`src/rtl/soc_bus_fabric.sv`:
```
// Address decoder, read-data mux and wait-state/timeout sequencer for the 6502-family SoC bus.
// Latency: zero-wait slaves complete in the address cycle; read data reaches cpu_di one cycle after completion.
// Backpressure: cpu_rdy is held low for programmed wait states and slave not-ready, capped at TIMEOUT stall cycles.
module soc_bus_fabric #(
    parameter int                          NSLAVE    = 4,
    parameter int                          ADDR_W    = 16,
    parameter int                          DATA_W    = 8,
    parameter int                          PAGE_BITS = 4,
    parameter logic [NSLAVE*PAGE_BITS-1:0] SLV_BASE  = {4'hF, 4'h2, 4'h1, 4'h0},
    parameter logic [NSLAVE*PAGE_BITS-1:0] SLV_MASK  = '1,
    parameter logic [NSLAVE*4-1:0]         SLV_WAIT  = '0,
    parameter int                          TIMEOUT   = 32,
    parameter logic [DATA_W-1:0]           ERR_DATA  = 8'hFF
) (
    input  logic                       clk,
    input  logic                       reset,
    input  logic [ADDR_W-1:0]          cpu_ab,
    input  logic                       cpu_we,
    output logic [DATA_W-1:0]          cpu_di,
    output logic                       cpu_rdy,
    output logic [NSLAVE-1:0]          slv_cs,
    output logic [NSLAVE-1:0]          slv_wstb,
    input  logic [NSLAVE*DATA_W-1:0]   slv_do,
    input  logic [NSLAVE-1:0]          slv_ready,
    input  logic                       err_clr,
    output logic                       bus_err,
    output logic [4:0]                 err_id
);

    typedef enum logic {ST_IDLE, ST_WAIT} state_t;

    state_t      state, state_nxt;
    logic [3:0]  wcnt, wcnt_nxt;
    logic [7:0]  tcnt, tcnt_nxt;
    logic [3:0]  s_lat, s_nxt;

    logic              hit;
    logic [3:0]        sel;
    logic [3:0]        sel_wait;
    logic              sel_rdy;
    logic              lat_rdy;
    logic [NSLAVE-1:0] cs_dec;
    logic              rdy;
    logic              normal;
    logic              forced;

    logic              rd_vld;
    logic [3:0]        rd_idx;

    // Low address bits take no part in decode.
    logic unused_ab;
    assign unused_ab = ^cpu_ab[ADDR_W-PAGE_BITS-1:0];

    // Page decode; descending scan so the lowest matching index wins.
    always_comb begin
        hit      = 1'b0;
        sel      = '0;
        sel_wait = '0;
        sel_rdy  = 1'b0;
        for (int i = NSLAVE - 1; i >= 0; i--) begin
            if (((cpu_ab[ADDR_W-1 -: PAGE_BITS] ^ SLV_BASE[i*PAGE_BITS +: PAGE_BITS])
                 & SLV_MASK[i*PAGE_BITS +: PAGE_BITS]) == '0) begin
                hit      = 1'b1;
                sel      = 4'(i);
                sel_wait = SLV_WAIT[i*4 +: 4];
                sel_rdy  = slv_ready[i];
            end
        end
    end

    // One-hot chip selects and the ready of the slave latched at stall entry.
    always_comb begin
        cs_dec  = '0;
        lat_rdy = 1'b0;
        for (int i = 0; i < NSLAVE; i++) begin
            cs_dec[i] = hit && (sel == 4'(i));
            if (s_lat == 4'(i)) lat_rdy = slv_ready[i];
        end
    end

    // Next-state, counters and completion for the IDLE/WAIT sequencer.
    always_comb begin
        state_nxt = state;
        wcnt_nxt  = wcnt;
        tcnt_nxt  = tcnt;
        s_nxt     = s_lat;
        rdy       = 1'b1;
        normal    = 1'b0;
        forced    = 1'b0;
        case (state)
            ST_IDLE: begin
                if (hit && !(sel_wait == 4'd0 && sel_rdy)) begin
                    rdy       = 1'b0;
                    state_nxt = ST_WAIT;
                    wcnt_nxt  = (sel_wait != 4'd0) ? 4'(sel_wait - 4'd1) : 4'd0;
                    tcnt_nxt  = 8'd0;
                    s_nxt     = sel;
                end
            end
            ST_WAIT: begin
                normal   = (wcnt == 4'd0) && lat_rdy;
                forced   = !normal && (tcnt == 8'(TIMEOUT - 1));
                rdy      = normal || forced;
                wcnt_nxt = (wcnt == 4'd0) ? 4'd0 : 4'(wcnt - 4'd1);
                tcnt_nxt = tcnt + 8'd1;
                if (rdy) state_nxt = ST_IDLE;
            end
            default: state_nxt = ST_IDLE;
        endcase
    end

    // Sequencer state register.
    always_ff @(posedge clk) begin
        if (reset) begin
            state <= ST_IDLE;
            wcnt  <= '0;
            tcnt  <= '0;
            s_lat <= '0;
        end else begin
            state <= state_nxt;
            wcnt  <= wcnt_nxt;
            tcnt  <= tcnt_nxt;
            s_lat <= s_nxt;
        end
    end

    // Capture which slave's registered data the CPU sees after each completion.
    always_ff @(posedge clk) begin
        if (reset) begin
            rd_vld <= 1'b0;
            rd_idx <= '0;
        end else if (rdy) begin
            rd_vld <= hit && !forced;
            rd_idx <= sel;
        end
    end

    // Sticky error flag; a new error takes priority over a clear.
    always_ff @(posedge clk) begin
        if (reset) begin
            bus_err <= 1'b0;
            err_id  <= '0;
        end else if (rdy && !hit) begin
            bus_err <= 1'b1;
            err_id  <= 5'h10;
        end else if (forced) begin
            bus_err <= 1'b1;
            err_id  <= {1'b0, s_lat};
        end else if (err_clr) begin
            bus_err <= 1'b0;
        end
    end

    // Read-data mux; unmapped, timed-out or in-reset returns ERR_DATA.
    always_comb begin
        cpu_di = ERR_DATA;
        if (rd_vld && !reset) begin
            for (int i = 0; i < NSLAVE; i++) begin
                if (rd_idx == 4'(i)) cpu_di = slv_do[i*DATA_W +: DATA_W];
            end
        end
    end

    assign cpu_rdy  = rdy | reset;
    assign slv_cs   = reset ? '0 : cs_dec;
    assign slv_wstb = cs_dec & {NSLAVE{cpu_we & rdy & ~forced & ~reset}};

endmodule

```
`config.mk`:
```
export PLATFORM = sky130hd
export DESIGN_NAME = soc_bus_fabric
export DESIGN_NICKNAME = d
export VERILOG_FILES = /design/src/rtl/soc_bus_fabric.sv
export SDC_FILE = /design/constraint.sdc
export NUM_CORES = 1
export LEC_CHECK = 0
export ABC_AREA = 1
export CAP_MARGIN = 40
export CORE_AREA = 5 5 78 80
export DETAILED_ROUTE_END_ITERATION = 16
export DIE_AREA = 0 0 83 85
export PLACE_DENSITY = 0.71
export SYNTH_ARGS = -nofsm -noshare
export SYNTH_HDL_FRONTEND = slang
export SYNTH_SLANG_ARGS = --single-unit
```
`constraint.sdc`:
```
create_clock -name clk -period 1.95 [get_ports clk]
set_input_delay 0.2925 -clock clk [delete_from_list [all_inputs] [get_ports clk]]
set_output_delay 0.2925 -clock clk [all_outputs]
set_load 0.05 [all_outputs]
```
# Word-level counts from Yosys, hierarchy flattened
# Index checks and enable logic that the tools add are counted.
# Widths: inputs -> output; s select.
[word_totals]
register_bits = 28
input_bits = 56
out_inout_bits = 23
elab_cells = 99
[op_classes]
n_addsub = 2
n_eq_ne = 11
muxes = 38
bitwise = 11
reduce_logical = 28
[op_table]
columns = ["op", "n"]
rows = [
  ["$mux 8", 6],
  ["$logic_not 4->1", 8],
  ["$eq 4x2->1 const B", 6],
  ["$mux 1", 19],
  ["$pmux 8 s2", 1],
  ["$eq 4x1->1 const B", 3],
  ["$mux 4", 3],
  ["$logic_and 1x1->1", 10],
  ["$mux 5", 2],
  ["$add 8x1->8 const B", 1],
  ["$eq 8x5->1 const B", 1],
  ["$mux 2", 4],
  ["$pmux 4 s2", 1],
  ["$logic_not 1->1", 5],
  ["$not 1->1", 5],
  ["$and 4x4->4", 1],
  ["$not 4->4", 1],
  ["$pmux 1 s2", 2],
  ["$sub 4x1->4 const B", 1],
  ["$and 1x1->1", 3],
  ["$reduce_bool 3->1", 1],
  ["$ne 2x2->1 const B", 1],
  ["$reduce_and 2->1", 1],
  ["$reduce_bool 2->1", 1],
  ["other kinds (3)", 3],
]

# Logic depth before layout (Yosys ltp)
# Gate-level depths: netlist of the first run.
[logic_depth]
depth_word = 14
mapped_depth = 10

# Least setup slack after synthesis of the first run
# No wires, ideal clock.
[synth_path]
path_type = "reg2out"
from = "register rd_idx[0]"
to = "output cpu_di[4]"
arrival_time_ps = 2548
setup_slack_ps = -891
path_stages_with_launch = 4
n_path_buf = 1
path_cell_list = "dfxtp_1 > clkbuf_1 > nor3_1 > o311ai_0"
[synth_between]
elab_chain_len = 6
word_cells_on_any_way = 9
cone_classes = "eq/ne: 3; mux: 5; reduce/logical: 1"
[synth_lines]
columns = ["element", "line", "text"]
rows = [
  ["from (decl)", "48", "logic [3:0] rd_idx;"],
  ["from (signal assigned)", "134", "rd_idx <= sel;"],
  ["$logic_not 4->1", "159", "if (rd_idx == 4'(i)) cpu_di = slv_do[i*DATA_W +: DATA_W];"],
  ["$mux 8 (3 in a row)", "159", ""],
  ["$mux 8 *", "159", ""],
  ["$mux 8 *", "157", "if (rd_vld && !reset) begin"],
  ["to (decl)", "19", "output logic [DATA_W-1:0] cpu_di,"],
]
# Every way passes the cells marked *; elsewhere a longest branch is shown, timed or not.

# Final worst setup path of the first run
[layout_path]
from = "input cpu_ab[12]"
to = "output slv_wstb[0]"
[layout_between]
elab_chain_len = 14
word_cells_on_any_way = 28
cone_classes = "mux: 14; bitwise: 6; reduce/logical: 8"
[layout_lines]
columns = ["element", "line", "text"]
rows = [
  ["from (decl)", "17", "input logic [ADDR_W-1:0] cpu_ab,"],
  ["$not 4->4 (no line)", "n/a", ""],
  ["$logic_not 4->1", "61", "if (((cpu_ab[ADDR_W-1 -: PAGE_BITS] ^ SLV_BASE[i*PAGE_BITS +: PAGE_BITS])"],
  ["$mux 1 (4 in a row)", "61", ""],
  ["$logic_not 1->1", "92", "if (hit && !(sel_wait == 4'd0 && sel_rdy)) begin"],
  ["$logic_and 1x1->1", "92", ""],
  ["$mux 1", "92", ""],
  ["$pmux 1 s2", "90", "case (state)"],
  ["$and 1x1->1 (3 in a row)", "166", "assign slv_wstb = cs_dec & {NSLAVE{cpu_we & rdy & ~forced & ~reset}};"],
  ["$and 4x4->4 *", "166", ""],
  ["to (decl)", "22", "output logic [NSLAVE-1:0] slv_wstb,"],
]
# Marks and branches as above.

==> results of run 1 <==
[per-stage QoR]
step / instances / utilization
finish: 421 / 0.5239
CTS: 418 / 0.5127
global placement: 403 / 0.4677
global route: 421 / 0.5239
floorplan: 250 / -
detailed placement: 403 / 0.4677
[repair_timing]
| action | CTS | global route |
|---|---|---|
| setup endpoints to repair | 12 | 17 |
| hold buffers | 0 | 0 |
| pin swaps | 23 | 9 |
| gates resized for setup | 46 | 13 |
| buffers inserted | 12 | 3 |
[how the worst min path moves through the flow]
| stage | from | endpoint | slack [ns] | cells past startpoint |
|---|---|---|---|---|
| finish | err_id[4]$_SDFFE_PP0P_ | err_id[4]$_SDFFE_PP0P_ | 0.48 | 2 |
| global route | wcnt[1]$_SDFFE_PP0P_ | wcnt[1]$_SDFFE_PP0P_ | 0.51 | 2 |
| CTS | wcnt[0]$_SDFFE_PP0P_ | wcnt[0]$_SDFFE_PP0P_ | 0.45 | 1 |
| detailed placement | wcnt[0]$_SDFFE_PP0P_ | wcnt[0]$_SDFFE_PP0P_ | 0.45 | 1 |
| global placement | err_id[4]$_SDFFE_PP0P_ | err_id[4]$_SDFFE_PP0P_ | 0.45 | 2 |
| floorplan | reset | s_lat[1]$_SDFFE_PP0P_ | 0.35 | 1 |
[registers in the layout, summed over array words and instances (netlist names)]
register	flops
wcnt	4
state	1
tcnt	8
rd_vld	1
rd_idx	2
err_id	3
s_lat	2
bus_err	1
[worst max-delay path: cells and delay by family]
| kind | cells | cell delay, ns |
|---|---|---|
| buffers and inverters | 5 | 0.76 |
| and+or+nand+nor | 6 | 0.61 |
[area by class of cell]
class,count,area (µm²),area share
inverter,30,113.9,0.04072
clock buffer,3,41.29,0.01477
tap,72,90.09,0.03221
sequential,22,452.9,0.1620
timing repair buffer,104,1008,0.3606
multi-input combinational,190,1090,0.3897
[logic make-up after synthesis]
logic type,count (synthesis),share of synthesized area
other,1,0.002427
AO/OA/AOI/OAI,31,0.1239
AND/OR/NAND/NOR,153,0.4543
flip-flops,22,0.2850
XOR/XNOR,1,0.005669
adder cells (fa/ha/maj),3,0.02429
buffers and inverters,38,0.1045
[layer usage]
metal,track usage,part of all wire,vias up
met3,0.02816,0.055,6
met1,0.1591,0.44,873
met4,0.04903,0.017,0
met5,0,0,-
li1,-,-,1002
met2,0.2631,0.49,59
[report_power, final]
| group | leakage, nW | internal, W | switching (W) |
|---|---|---|---|
| clock | 0.0216 | 0.000138 | 0.000142 |
| combinational | 1.01 | 0.000212 | 0.000243 |
| sequential | 0.182 | 0.000466 | 0.0000188 |
| total | 1.22 | 0.000816 | 0.000404 |
[synthesized netlist by cell type, drive strengths merged, types with 2 or more instances]
| cell type | n | area share |
|---|---|---|
| nand2 | 79 | 0.20 |
| nor2 | 37 | 0.10 |
| inv | 29 | 0.070 |
| dfxtp | 22 | 0.29 |
| nand3 | 22 | 0.084 |
| a21oi | 14 | 0.053 |
| o21ai | 9 | 0.029 |
| nand4 | 8 | 0.046 |
| buf | 6 | 0.027 |
| o221ai | 5 | 0.028 |
| ha | 3 | 0.024 |
| nand3b | 3 | 0.015 |
| clkbuf | 2 | 0.0049 |
| nor3 | 2 | 0.0065 |
==> metrics.cfg, run 1 <==
[status]
status=finished, violations left
violations=negative setup slack

[synthesis]
synth_edf_count=0
avgSynthCellArea_um2=6.206
async_flop_share=0
synth_area_mm2=0.001545
synthDistinctLibCells=33
netlist_instances=249
synth_ff_type=dfxtp_1
ys_ff_latch=22
yosysSeqAreaShare=0.2850
yosys_warnings=0

[drt]
vias_per_cell=4.608
num_vias=1940
post_drt_wl_per_cell_um=11.93
drc_errors=0
firstDrtPassIters=4
ant_nets=0
drtIter0Drc=65
drt-total-wl_um=5021

[final_layout]
nFillCells=527
antenna_cells=0
final_cell_mix=nand2_1 (68), buf_4 (47), clkdlybuf4s50_1 (39)
final_cell_area_mm2=0.002796
area_growth_pct=80.97
drive_gt1_frac=0.3238
final_common_cell=nand2_1
fin_nets=410

[die]
die_x_um=83
die_y_um=85
io_pins=79
start_util=0.2895
core_area_mm2=0.005338
rows=27
die_area_mm2=0.007055

[setup_path]
r2r_cells=14
slowest_stage=dlygate4sd2_1
r2r_slack_ns=0.01
cp-endpoint=slv_wstb[0]
crit_chain=dlygate4sd2_1 > nand2_1 > nor2_2 > buf_4 > inv_2 > nand3_2 > nand4_4 > nand4_1 > buf_6 > nor2_4 > buf_12
path_class=in -> out
critPathLaunch=cpu_ab[12]
crit_required_ns=1.66
worstReg2RegStart=tcnt[1]$_SDFFE_PP0P_
arrival_ns=1.67
r2r-end=bus_err$_SDFFE_PP0P_
cp-start-kind=input pin
cpPeakStageDelay_ns=0.29
worstSetupEndpointType=output port
worst-path-max-fanout=4

[clock_tree]
clockBufferDepth=2
clkTransAtPathRegs_ns=0.08
clock_latency_ns=0.26
cts_sinks=22
numCtsBuffers=3
clockRootBuffer=clkbuf_8
htreeDepth=1
cts_tree=built

[global_routing]
grtUsageTotal=0.1411
grt_overflow=0
grt_max_degree=12
antenna_found_initial=0
grt_pass1_vias=1921
grt_pass1_wl_um=8452

[sta]
post-route-period-util=1.008
setup_tns_ns=-0.01576
setup_violations=1
period_minus_slack_ns=1.966
timing.hold.ws_ns=0.4798
rsz0062_at_grt=yes
final_max_slew_viol_count=0
clock_skew_ns=0.001963
fmax_mhz=508.7
layout_setup_ws_ns=-0.01576
hold_violations=0

[hold_path]
hold_path.class=reg -> reg

[flow_run]
drv_cap=0

[placed_design]
place_congestion=0.8423
dp_hpwl_um=3825
postPlaceCellArea_mm2=0.002496
io_buffers=64
pre_cts_ws_ns=-0.2830

[pwr]
p_leak_nw=1.216
irDropWorstVdd_uv=215.9
total_power_w=0.001220
power_density_mw_per_mm2=436.4

(Power assumes the default switching activity.)
==> run 2: changes to the inputs <==
--- a/config.mk
+++ b/config.mk
@@ -12,4 +12,5 @@
 export DIE_AREA = 0 0 83 85
 export PLACE_DENSITY = 0.71
+export SETUP_SLACK_MARGIN = 0.05
 export SYNTH_ARGS = -nofsm -noshare
 export SYNTH_HDL_FRONTEND = slang
==> constraint.sdc (replaced) <==
create_clock -name clk -period 1.95 [get_ports clk]
set_input_delay 0.2925 -clock clk [delete_from_list [all_inputs] [get_ports clk]]
set_output_delay 0.2925 -clock clk [all_outputs]
set_load 0.005 [all_outputs]
==> metrics.cfg, run 2 (same netlist as run 1, synthesis figures left out) <==
[placed_design]
io_buffers=64  ; unchanged
placed_cells=415  ; +3.0%
dp_hpwl_um=3868  ; +1.1%
place_congestion=0.8819  ; +4.7%
postPlaceCellArea_mm2=0.002509  ; +0.50%

[sta]
layout_setup_ws_ns=-0.07563  ; -0.05987 ns
final_max_slew_viol_count=0  ; unchanged
clock_skew_ns=0.009883  ; +0.007920 ns
fmax_mhz=493.7  ; -3.0%
post-route-period-util=1.039  ; +0.03070
period_minus_slack_ns=2.026  ; +0.05987 ns
rsz0062_at_grt=yes
hold_violations=0  ; unchanged
setup_violations=3  ; +2
timing.hold.ws_ns=0.4427  ; -0.03709 ns

[pwr]
total_power_w=0.001178  ; -3.5%
irDropWorstVdd_uv=198.2  ; -8.2%
p_leak_nw=1.233  ; +1.4%
power_density_mw_per_mm2=426.1  ; -2.3%

[final_layout]
top_regs=tcnt: 8 flops, wcnt: 4 flops, err_id: 3 flops
fin_nets=423  ; +3.2%
drive_gt1_frac=0.3066  ; -0.01715
antenna_cells=0  ; unchanged
final_common_cell=nand2_1
largest_reg_flops=8  ; unchanged
finalNonFillerCells=434  ; +3.1%
multi_input_area_mm2=0.001056  ; -3.1%
final_cell_mix=nand2_1 (71), buf_4 (50), clkdlybuf4s50_1 (39)
nFillCells=535  ; +1.5%
register_area_um2=455.4  ; +0.55%
final_util=0.5178  ; -0.006095
final_cell_area_mm2=0.002764  ; -1.2%
top_register=tcnt
area_growth_pct=78.87

[setup_path]
worstSetupEndpointType=output port
slowest_stage=dfxtp_4
path_class=reg -> out
cpPeakStageDelay_ns=0.37  ; +0.08 ns
r2r_slack_ns=0.22  ; +0.21 ns
crit_family=simple AND/OR/NAND/NOR gates
cp.depth=10  ; -1
worst-path-max-fanout=3  ; -1
r2r_cells=14  ; unchanged
crit_chain=ha_4 > nand2_2 > nor2_4 > nand4_4 > nand3_2 > nand4_1 > buf_4 > buf_6 > nor2_4 > buf_2
crit_buf_inv=3  ; -2
crit_required_ns=1.66  ; about the same
worstReg2RegStart=wcnt[0]$_SDFFE_PP0P_
r2r-end=err_id[0]$_SDFFE_PP0P_
cp-start-kind=register
crit_path_frequent_cell=nor2_4
arrival_ns=1.73  ; +0.06 ns

[drt]
ant_nets=0  ; unchanged
drc_errors=0  ; unchanged
drt-total-wl_um=5124  ; +2.1%
post_drt_wl_per_cell_um=11.81  ; -1.0%
num_vias=1968  ; +1.4%
firstDrtPassIters=4  ; unchanged
drtIter0Drc=50  ; -23%
vias_per_cell=4.535  ; -1.6%

[global_routing]
antenna_found_initial=0  ; unchanged
grtUsageTotal=0.1452  ; +0.004133
grt_pass1_wl_um=8769  ; +3.8%
grt_pass1_vias=2064  ; +7.4%
grt_max_degree=12  ; unchanged
grt_overflow=0  ; unchanged

[flow_run]
drv_cap=0  ; unchanged

[status]
violations=negative setup slack
status=finished, violations left

[hold_path]
min_from=wcnt[0]$_SDFFE_PP0P_
hold_end=wcnt[0]$_SDFFE_PP0P_
hold_path.class=reg -> reg
hold_depth=1  ; -1

[clock_tree]
cts_tree=built
cts_hold_buf=0  ; unchanged
clock_latency_ns=0.26  ; about the same
cts_sinks=22  ; unchanged
clkTransAtPathRegs_ns=0.08  ; about the same
clockRootBuffer=clkbuf_8
clockBufferDepth=2  ; unchanged
numCtsBuffers=3  ; unchanged
htreeDepth=1  ; unchanged

[die]
die_x_um=83  ; unchanged
io_pins=79  ; unchanged
die_area_mm2=0.007055  ; unchanged
start_util=0.2895  ; unchanged
die_y_um=85  ; unchanged
rows=27  ; unchanged
core_area_mm2=0.005338  ; unchanged

==> run 2: cell count changes in the layout (fill, tap and decap cells not counted), sizes merged <==
cell,previous run,this run
dlygate4sd2,7,16
buf,57,58
clkdlybuf4s15,0,3
==> run 2: final cells by class <==
type | instances | share of cell area
sequential | 22 | 0.1648
timing repair buffer | 117 | 0.3644
tap | 72 | 0.03259
inverter | 30 | 0.04120
multi-input combinational | 190 | 0.3821
clock buffer | 3 | 0.01494
==> run 2: worst register-to-register path, cell delays in order (launching register included) <==
cell,delay (ns)
dfxtp_2,0.34
inv_2,0.08
ha_4,0.14
nand2_4,0.05
nor2_4,0.11
nand2_2,0.10
buf_6,0.13
buf_6,0.10
buf_4,0.11
buf_4,0.11
buf_4,0.13
nand4_1,0.09
nand2_1,0.06
inv_1,0.05
nor2_1,0.03
==> run 2: timing repair <==
| item | CTS | global route |
|---|---|---|
| gates resized for setup | 70 | 18 |
| pin swaps | 21 | 10 |
| buffers inserted | 17 | 3 |
| setup endpoints to repair | 17 | 12 |
==> run 2: report_power, final <==
part | total (W) | switching (W) | leakage, nW | internal [W]
clock network | 0.000278 | 0.000141 | 0.0216 | 0.000138
registers | 0.000481 | 0.0000146 | 0.182 | 0.000466
logic | 0.000419 | 0.000187 | 1.03 | 0.000232
==> run 2: stage by stage <==
step / setup TNS (ns) / worst slack (ns)
detailed placement: -3.675 / -0.5164
global placement: -3.423 / -0.4350
floorplan: 0 / 0.4027
global route: -0.5313 / -0.1782
finish: -0.1010 / -0.07563
CTS: -0.3402 / -0.08862
==> run 2: routing by layer <==
| metal | GRT usage | share of wire | up-vias |
|---|---|---|---|
| li1 | - | - | 1031 |
| met1 | 0.1622 | 0.43 | 861 |
| met4 | 0.06241 | 0.018 | 0 |
| met5 | 0 | 0 | - |
| met2 | 0.2653 | 0.50 | 68 |
| met3 | 0.03107 | 0.049 | 8 |
==> run 2: worst max path at each step <==
| stage | startpoint | endpoint | slack, ns |
|---|---|---|---|
| floorplan | tcnt[0]$_SDFFE_PP0P_ | slv_wstb[0] | 0.40 |
| global placement | cpu_ab[15] | slv_wstb[0] | -0.43 |
| detailed placement | cpu_ab[15] | slv_wstb[2] | -0.52 |
| CTS | wcnt[1]$_SDFFE_PP0P_ | slv_wstb[0] | -0.09 |
| global route | wcnt[0]$_SDFFE_PP0P_ | slv_wstb[0] | -0.18 |
| finish | tcnt[0]$_SDFFE_PP0P_ | slv_wstb[0] | -0.08 |
==> run 3: changes to the inputs <==
Settings changed: ABC_CLOCK_PERIOD_IN_PS set to 2310.
Clock period 1.95 ns to 2.31 ns, I/O delays scaled along.
==> metrics.cfg, run 3 (same netlist as run 1, synthesis figures left out) <==
[status]
status=completed

[final_layout]
final_cell_mix=nand2_1 (68), clkdlybuf4s50_1 (51), buf_4 (39)
final_common_cell=nand2_1
top_register=tcnt
area_growth_pct=75.30
fin_nets=413  ; -2.4%
top_regs=tcnt: 8 flops, wcnt: 4 flops, err_id: 3 flops
drive_gt1_frac=0.2833  ; -0.02334
antenna_cells=0  ; unchanged
final_cell_area_mm2=0.002709  ; -2.0%
largest_reg_flops=8  ; unchanged

[placed_design]
place_congestion=0.8903  ; +0.95%
postPlaceCellArea_mm2=0.002389  ; -4.8%
io_buffers=64  ; unchanged
dp_hpwl_um=3696  ; -4.4%

[sta]
clock_skew_ns=0.004767  ; -0.005116 ns
post-route-period-util=0.9483
fmax_mhz=456.5
setup_violations=0  ; -3
period_minus_slack_ns=2.190
hold_violations=0  ; unchanged
final_max_slew_viol_count=0  ; unchanged
timing.hold.ws_ns=0.4500  ; +0.007309 ns
rsz0062_at_grt=yes

[drt]
post_drt_wl_per_cell_um=11.86  ; +0.46%
firstDrtPassIters=4  ; unchanged
drtIter0Drc=36  ; -28%
drc_errors=0  ; unchanged
num_vias=1971  ; +0.15%
ant_nets=0  ; unchanged
drt-total-wl_um=5041  ; -1.6%
vias_per_cell=4.638  ; +2.3%

[hold_path]
hold_end=wcnt[0]$_SDFFE_PP0P_
hold_path.class=reg -> reg
min_from=wcnt[0]$_SDFFE_PP0P_
hold_depth=1  ; unchanged

[setup_path]
cp-start-kind=input pin
cpPeakStageDelay_ns=0.25  ; -0.12 ns
r2r-end=err_id[1]$_SDFFE_PP0P_
r2r_cells=17  ; +3
crit_path_frequent_cell=nor2_2
worstReg2RegStart=wcnt[0]$_SDFFE_PP0P_
arrival_ns=1.84  ; +0.11 ns
worst-path-max-fanout=4  ; +1
critPathLaunch=cpu_ab[15]
crit_chain=dlygate4sd2_1 > nor2_2 > nand3_1 > nor2_2 > nor2_4 > nand4_4 > nand4_1 > buf_4 > buf_6 > nor2_2 > buf_2
r2r_slack_ns=0.16  ; -0.06 ns
slowest_stage=dlygate4sd2_1
worstSetupEndpointType=output port
crit_required_ns=1.96  ; +0.30 ns
path_class=in -> out

[clock_tree]
clockRootBuffer=clkbuf_8
cts_sinks=22  ; unchanged
clockBufferDepth=2  ; unchanged
htreeDepth=1  ; unchanged
numCtsBuffers=3  ; unchanged
clkTransAtPathRegs_ns=0.08  ; about the same
cts_tree=built
clock_latency_ns=0.26  ; about the same

[die]
rows=27  ; unchanged
die_y_um=85  ; unchanged
start_util=0.2895  ; unchanged
die_area_mm2=0.007055  ; unchanged
io_pins=79  ; unchanged
die_x_um=83  ; unchanged
core_area_mm2=0.005338  ; unchanged

[global_routing]
antenna_found_initial=0  ; unchanged
grt_pass1_vias=1867  ; -9.5%
grt_pass1_wl_um=8010  ; -8.7%
grtUsageTotal=0.1326  ; -0.01258
grt_overflow=0  ; unchanged
grt_max_degree=14  ; +2

[pwr]
irDropWorstVdd_uv=182.0  ; -8.2%
p_leak_nw=1.192  ; -3.3%
power_density_mw_per_mm2=381.8  ; -10%

[flow_run]
drv_cap=0  ; unchanged

[run 3: cell types whose count changed in the layout (fill, tap and decap cells not counted), sizes merged, moves of 2 or more]
| cell | change |
|---|---|
| clkdlybuf4s50 | +12 |
| dlymetal6s2s | +2 |
| clkbuf | +2 |
| buf | -12 |
| dlygate4sd2 | -10 |
| clkdlybuf4s15 | -3 |
[run 3: how the worst max path moves through the flow]
stage / endpoint / slack, ns
finish: slv_wstb[1] / 0.12
global route: slv_wstb[1] / -0.01
CTS: slv_wstb[0] / -0.05
floorplan: slv_wstb[0] / 0.71
detailed placement: slv_wstb[1] / -0.31
global placement: slv_wstb[1] / -0.24
[run 3: what timing repair did]
item                                    4_1_cts  5_1_grt
endpoints found under the setup margin       11       13
hold buffers                                  0        0
hold endpoints to repair                      0        0
setup buffers                                15        8
resized for setup                            31       36
pin swaps                                    14       14
[run 3: worst max-delay path: cells and delay by family]
| kind | cells | cell delay, ns |
|---|---|---|
| AND/OR/NAND/NOR | 7 | 0.85 |
| buffers and inverters | 4 | 0.65 |
[run 3: through the flow]
stage                     cells  power (W)  setup WS (ns)  utilization  TNS [ns]
after floorplan             250  0.0005528         0.7087            -         0
after global placement      399  0.0007090        -0.2442       0.4475    -1.131
after detailed placement    399  0.0007120        -0.3132       0.4475    -1.449
after CTS                   418   0.001023       -0.04916       0.4820  -0.05923
after global routing        425   0.001098       -0.01292       0.5075  -0.02659
final                       425   0.001034         0.1195       0.5075         0
[run 3: report_power, final]
| part | switching (W) | internal [W] |
|---|---|---|
| Combinational | 0.000152 | 0.000192 |
| Sequential | 0.0000149 | 0.000395 |
| Clock | 0.000128 | 0.000152 |
[run 3: layout make-up]
cell class                 count  area (µm²)
sequential                    22       447.9
fill                         523        2629
clock buffer                   4       55.05
inverter                      30       112.6
tap                           72       90.09
multi-input combinational    190        1045
timing repair buffer         107       958.4
[run 3: layer usage]
metal | track usage | vias to the layer above | part of all wire
met2 | 0.2347 | 71 | 0.49
met4 | 0.06241 | 0 | 0.029
met3 | 0.02524 | 13 | 0.057
li1 | - | 1010 | -
met5 | 0 | - | 0
met1 | 0.1541 | 877 | 0.43
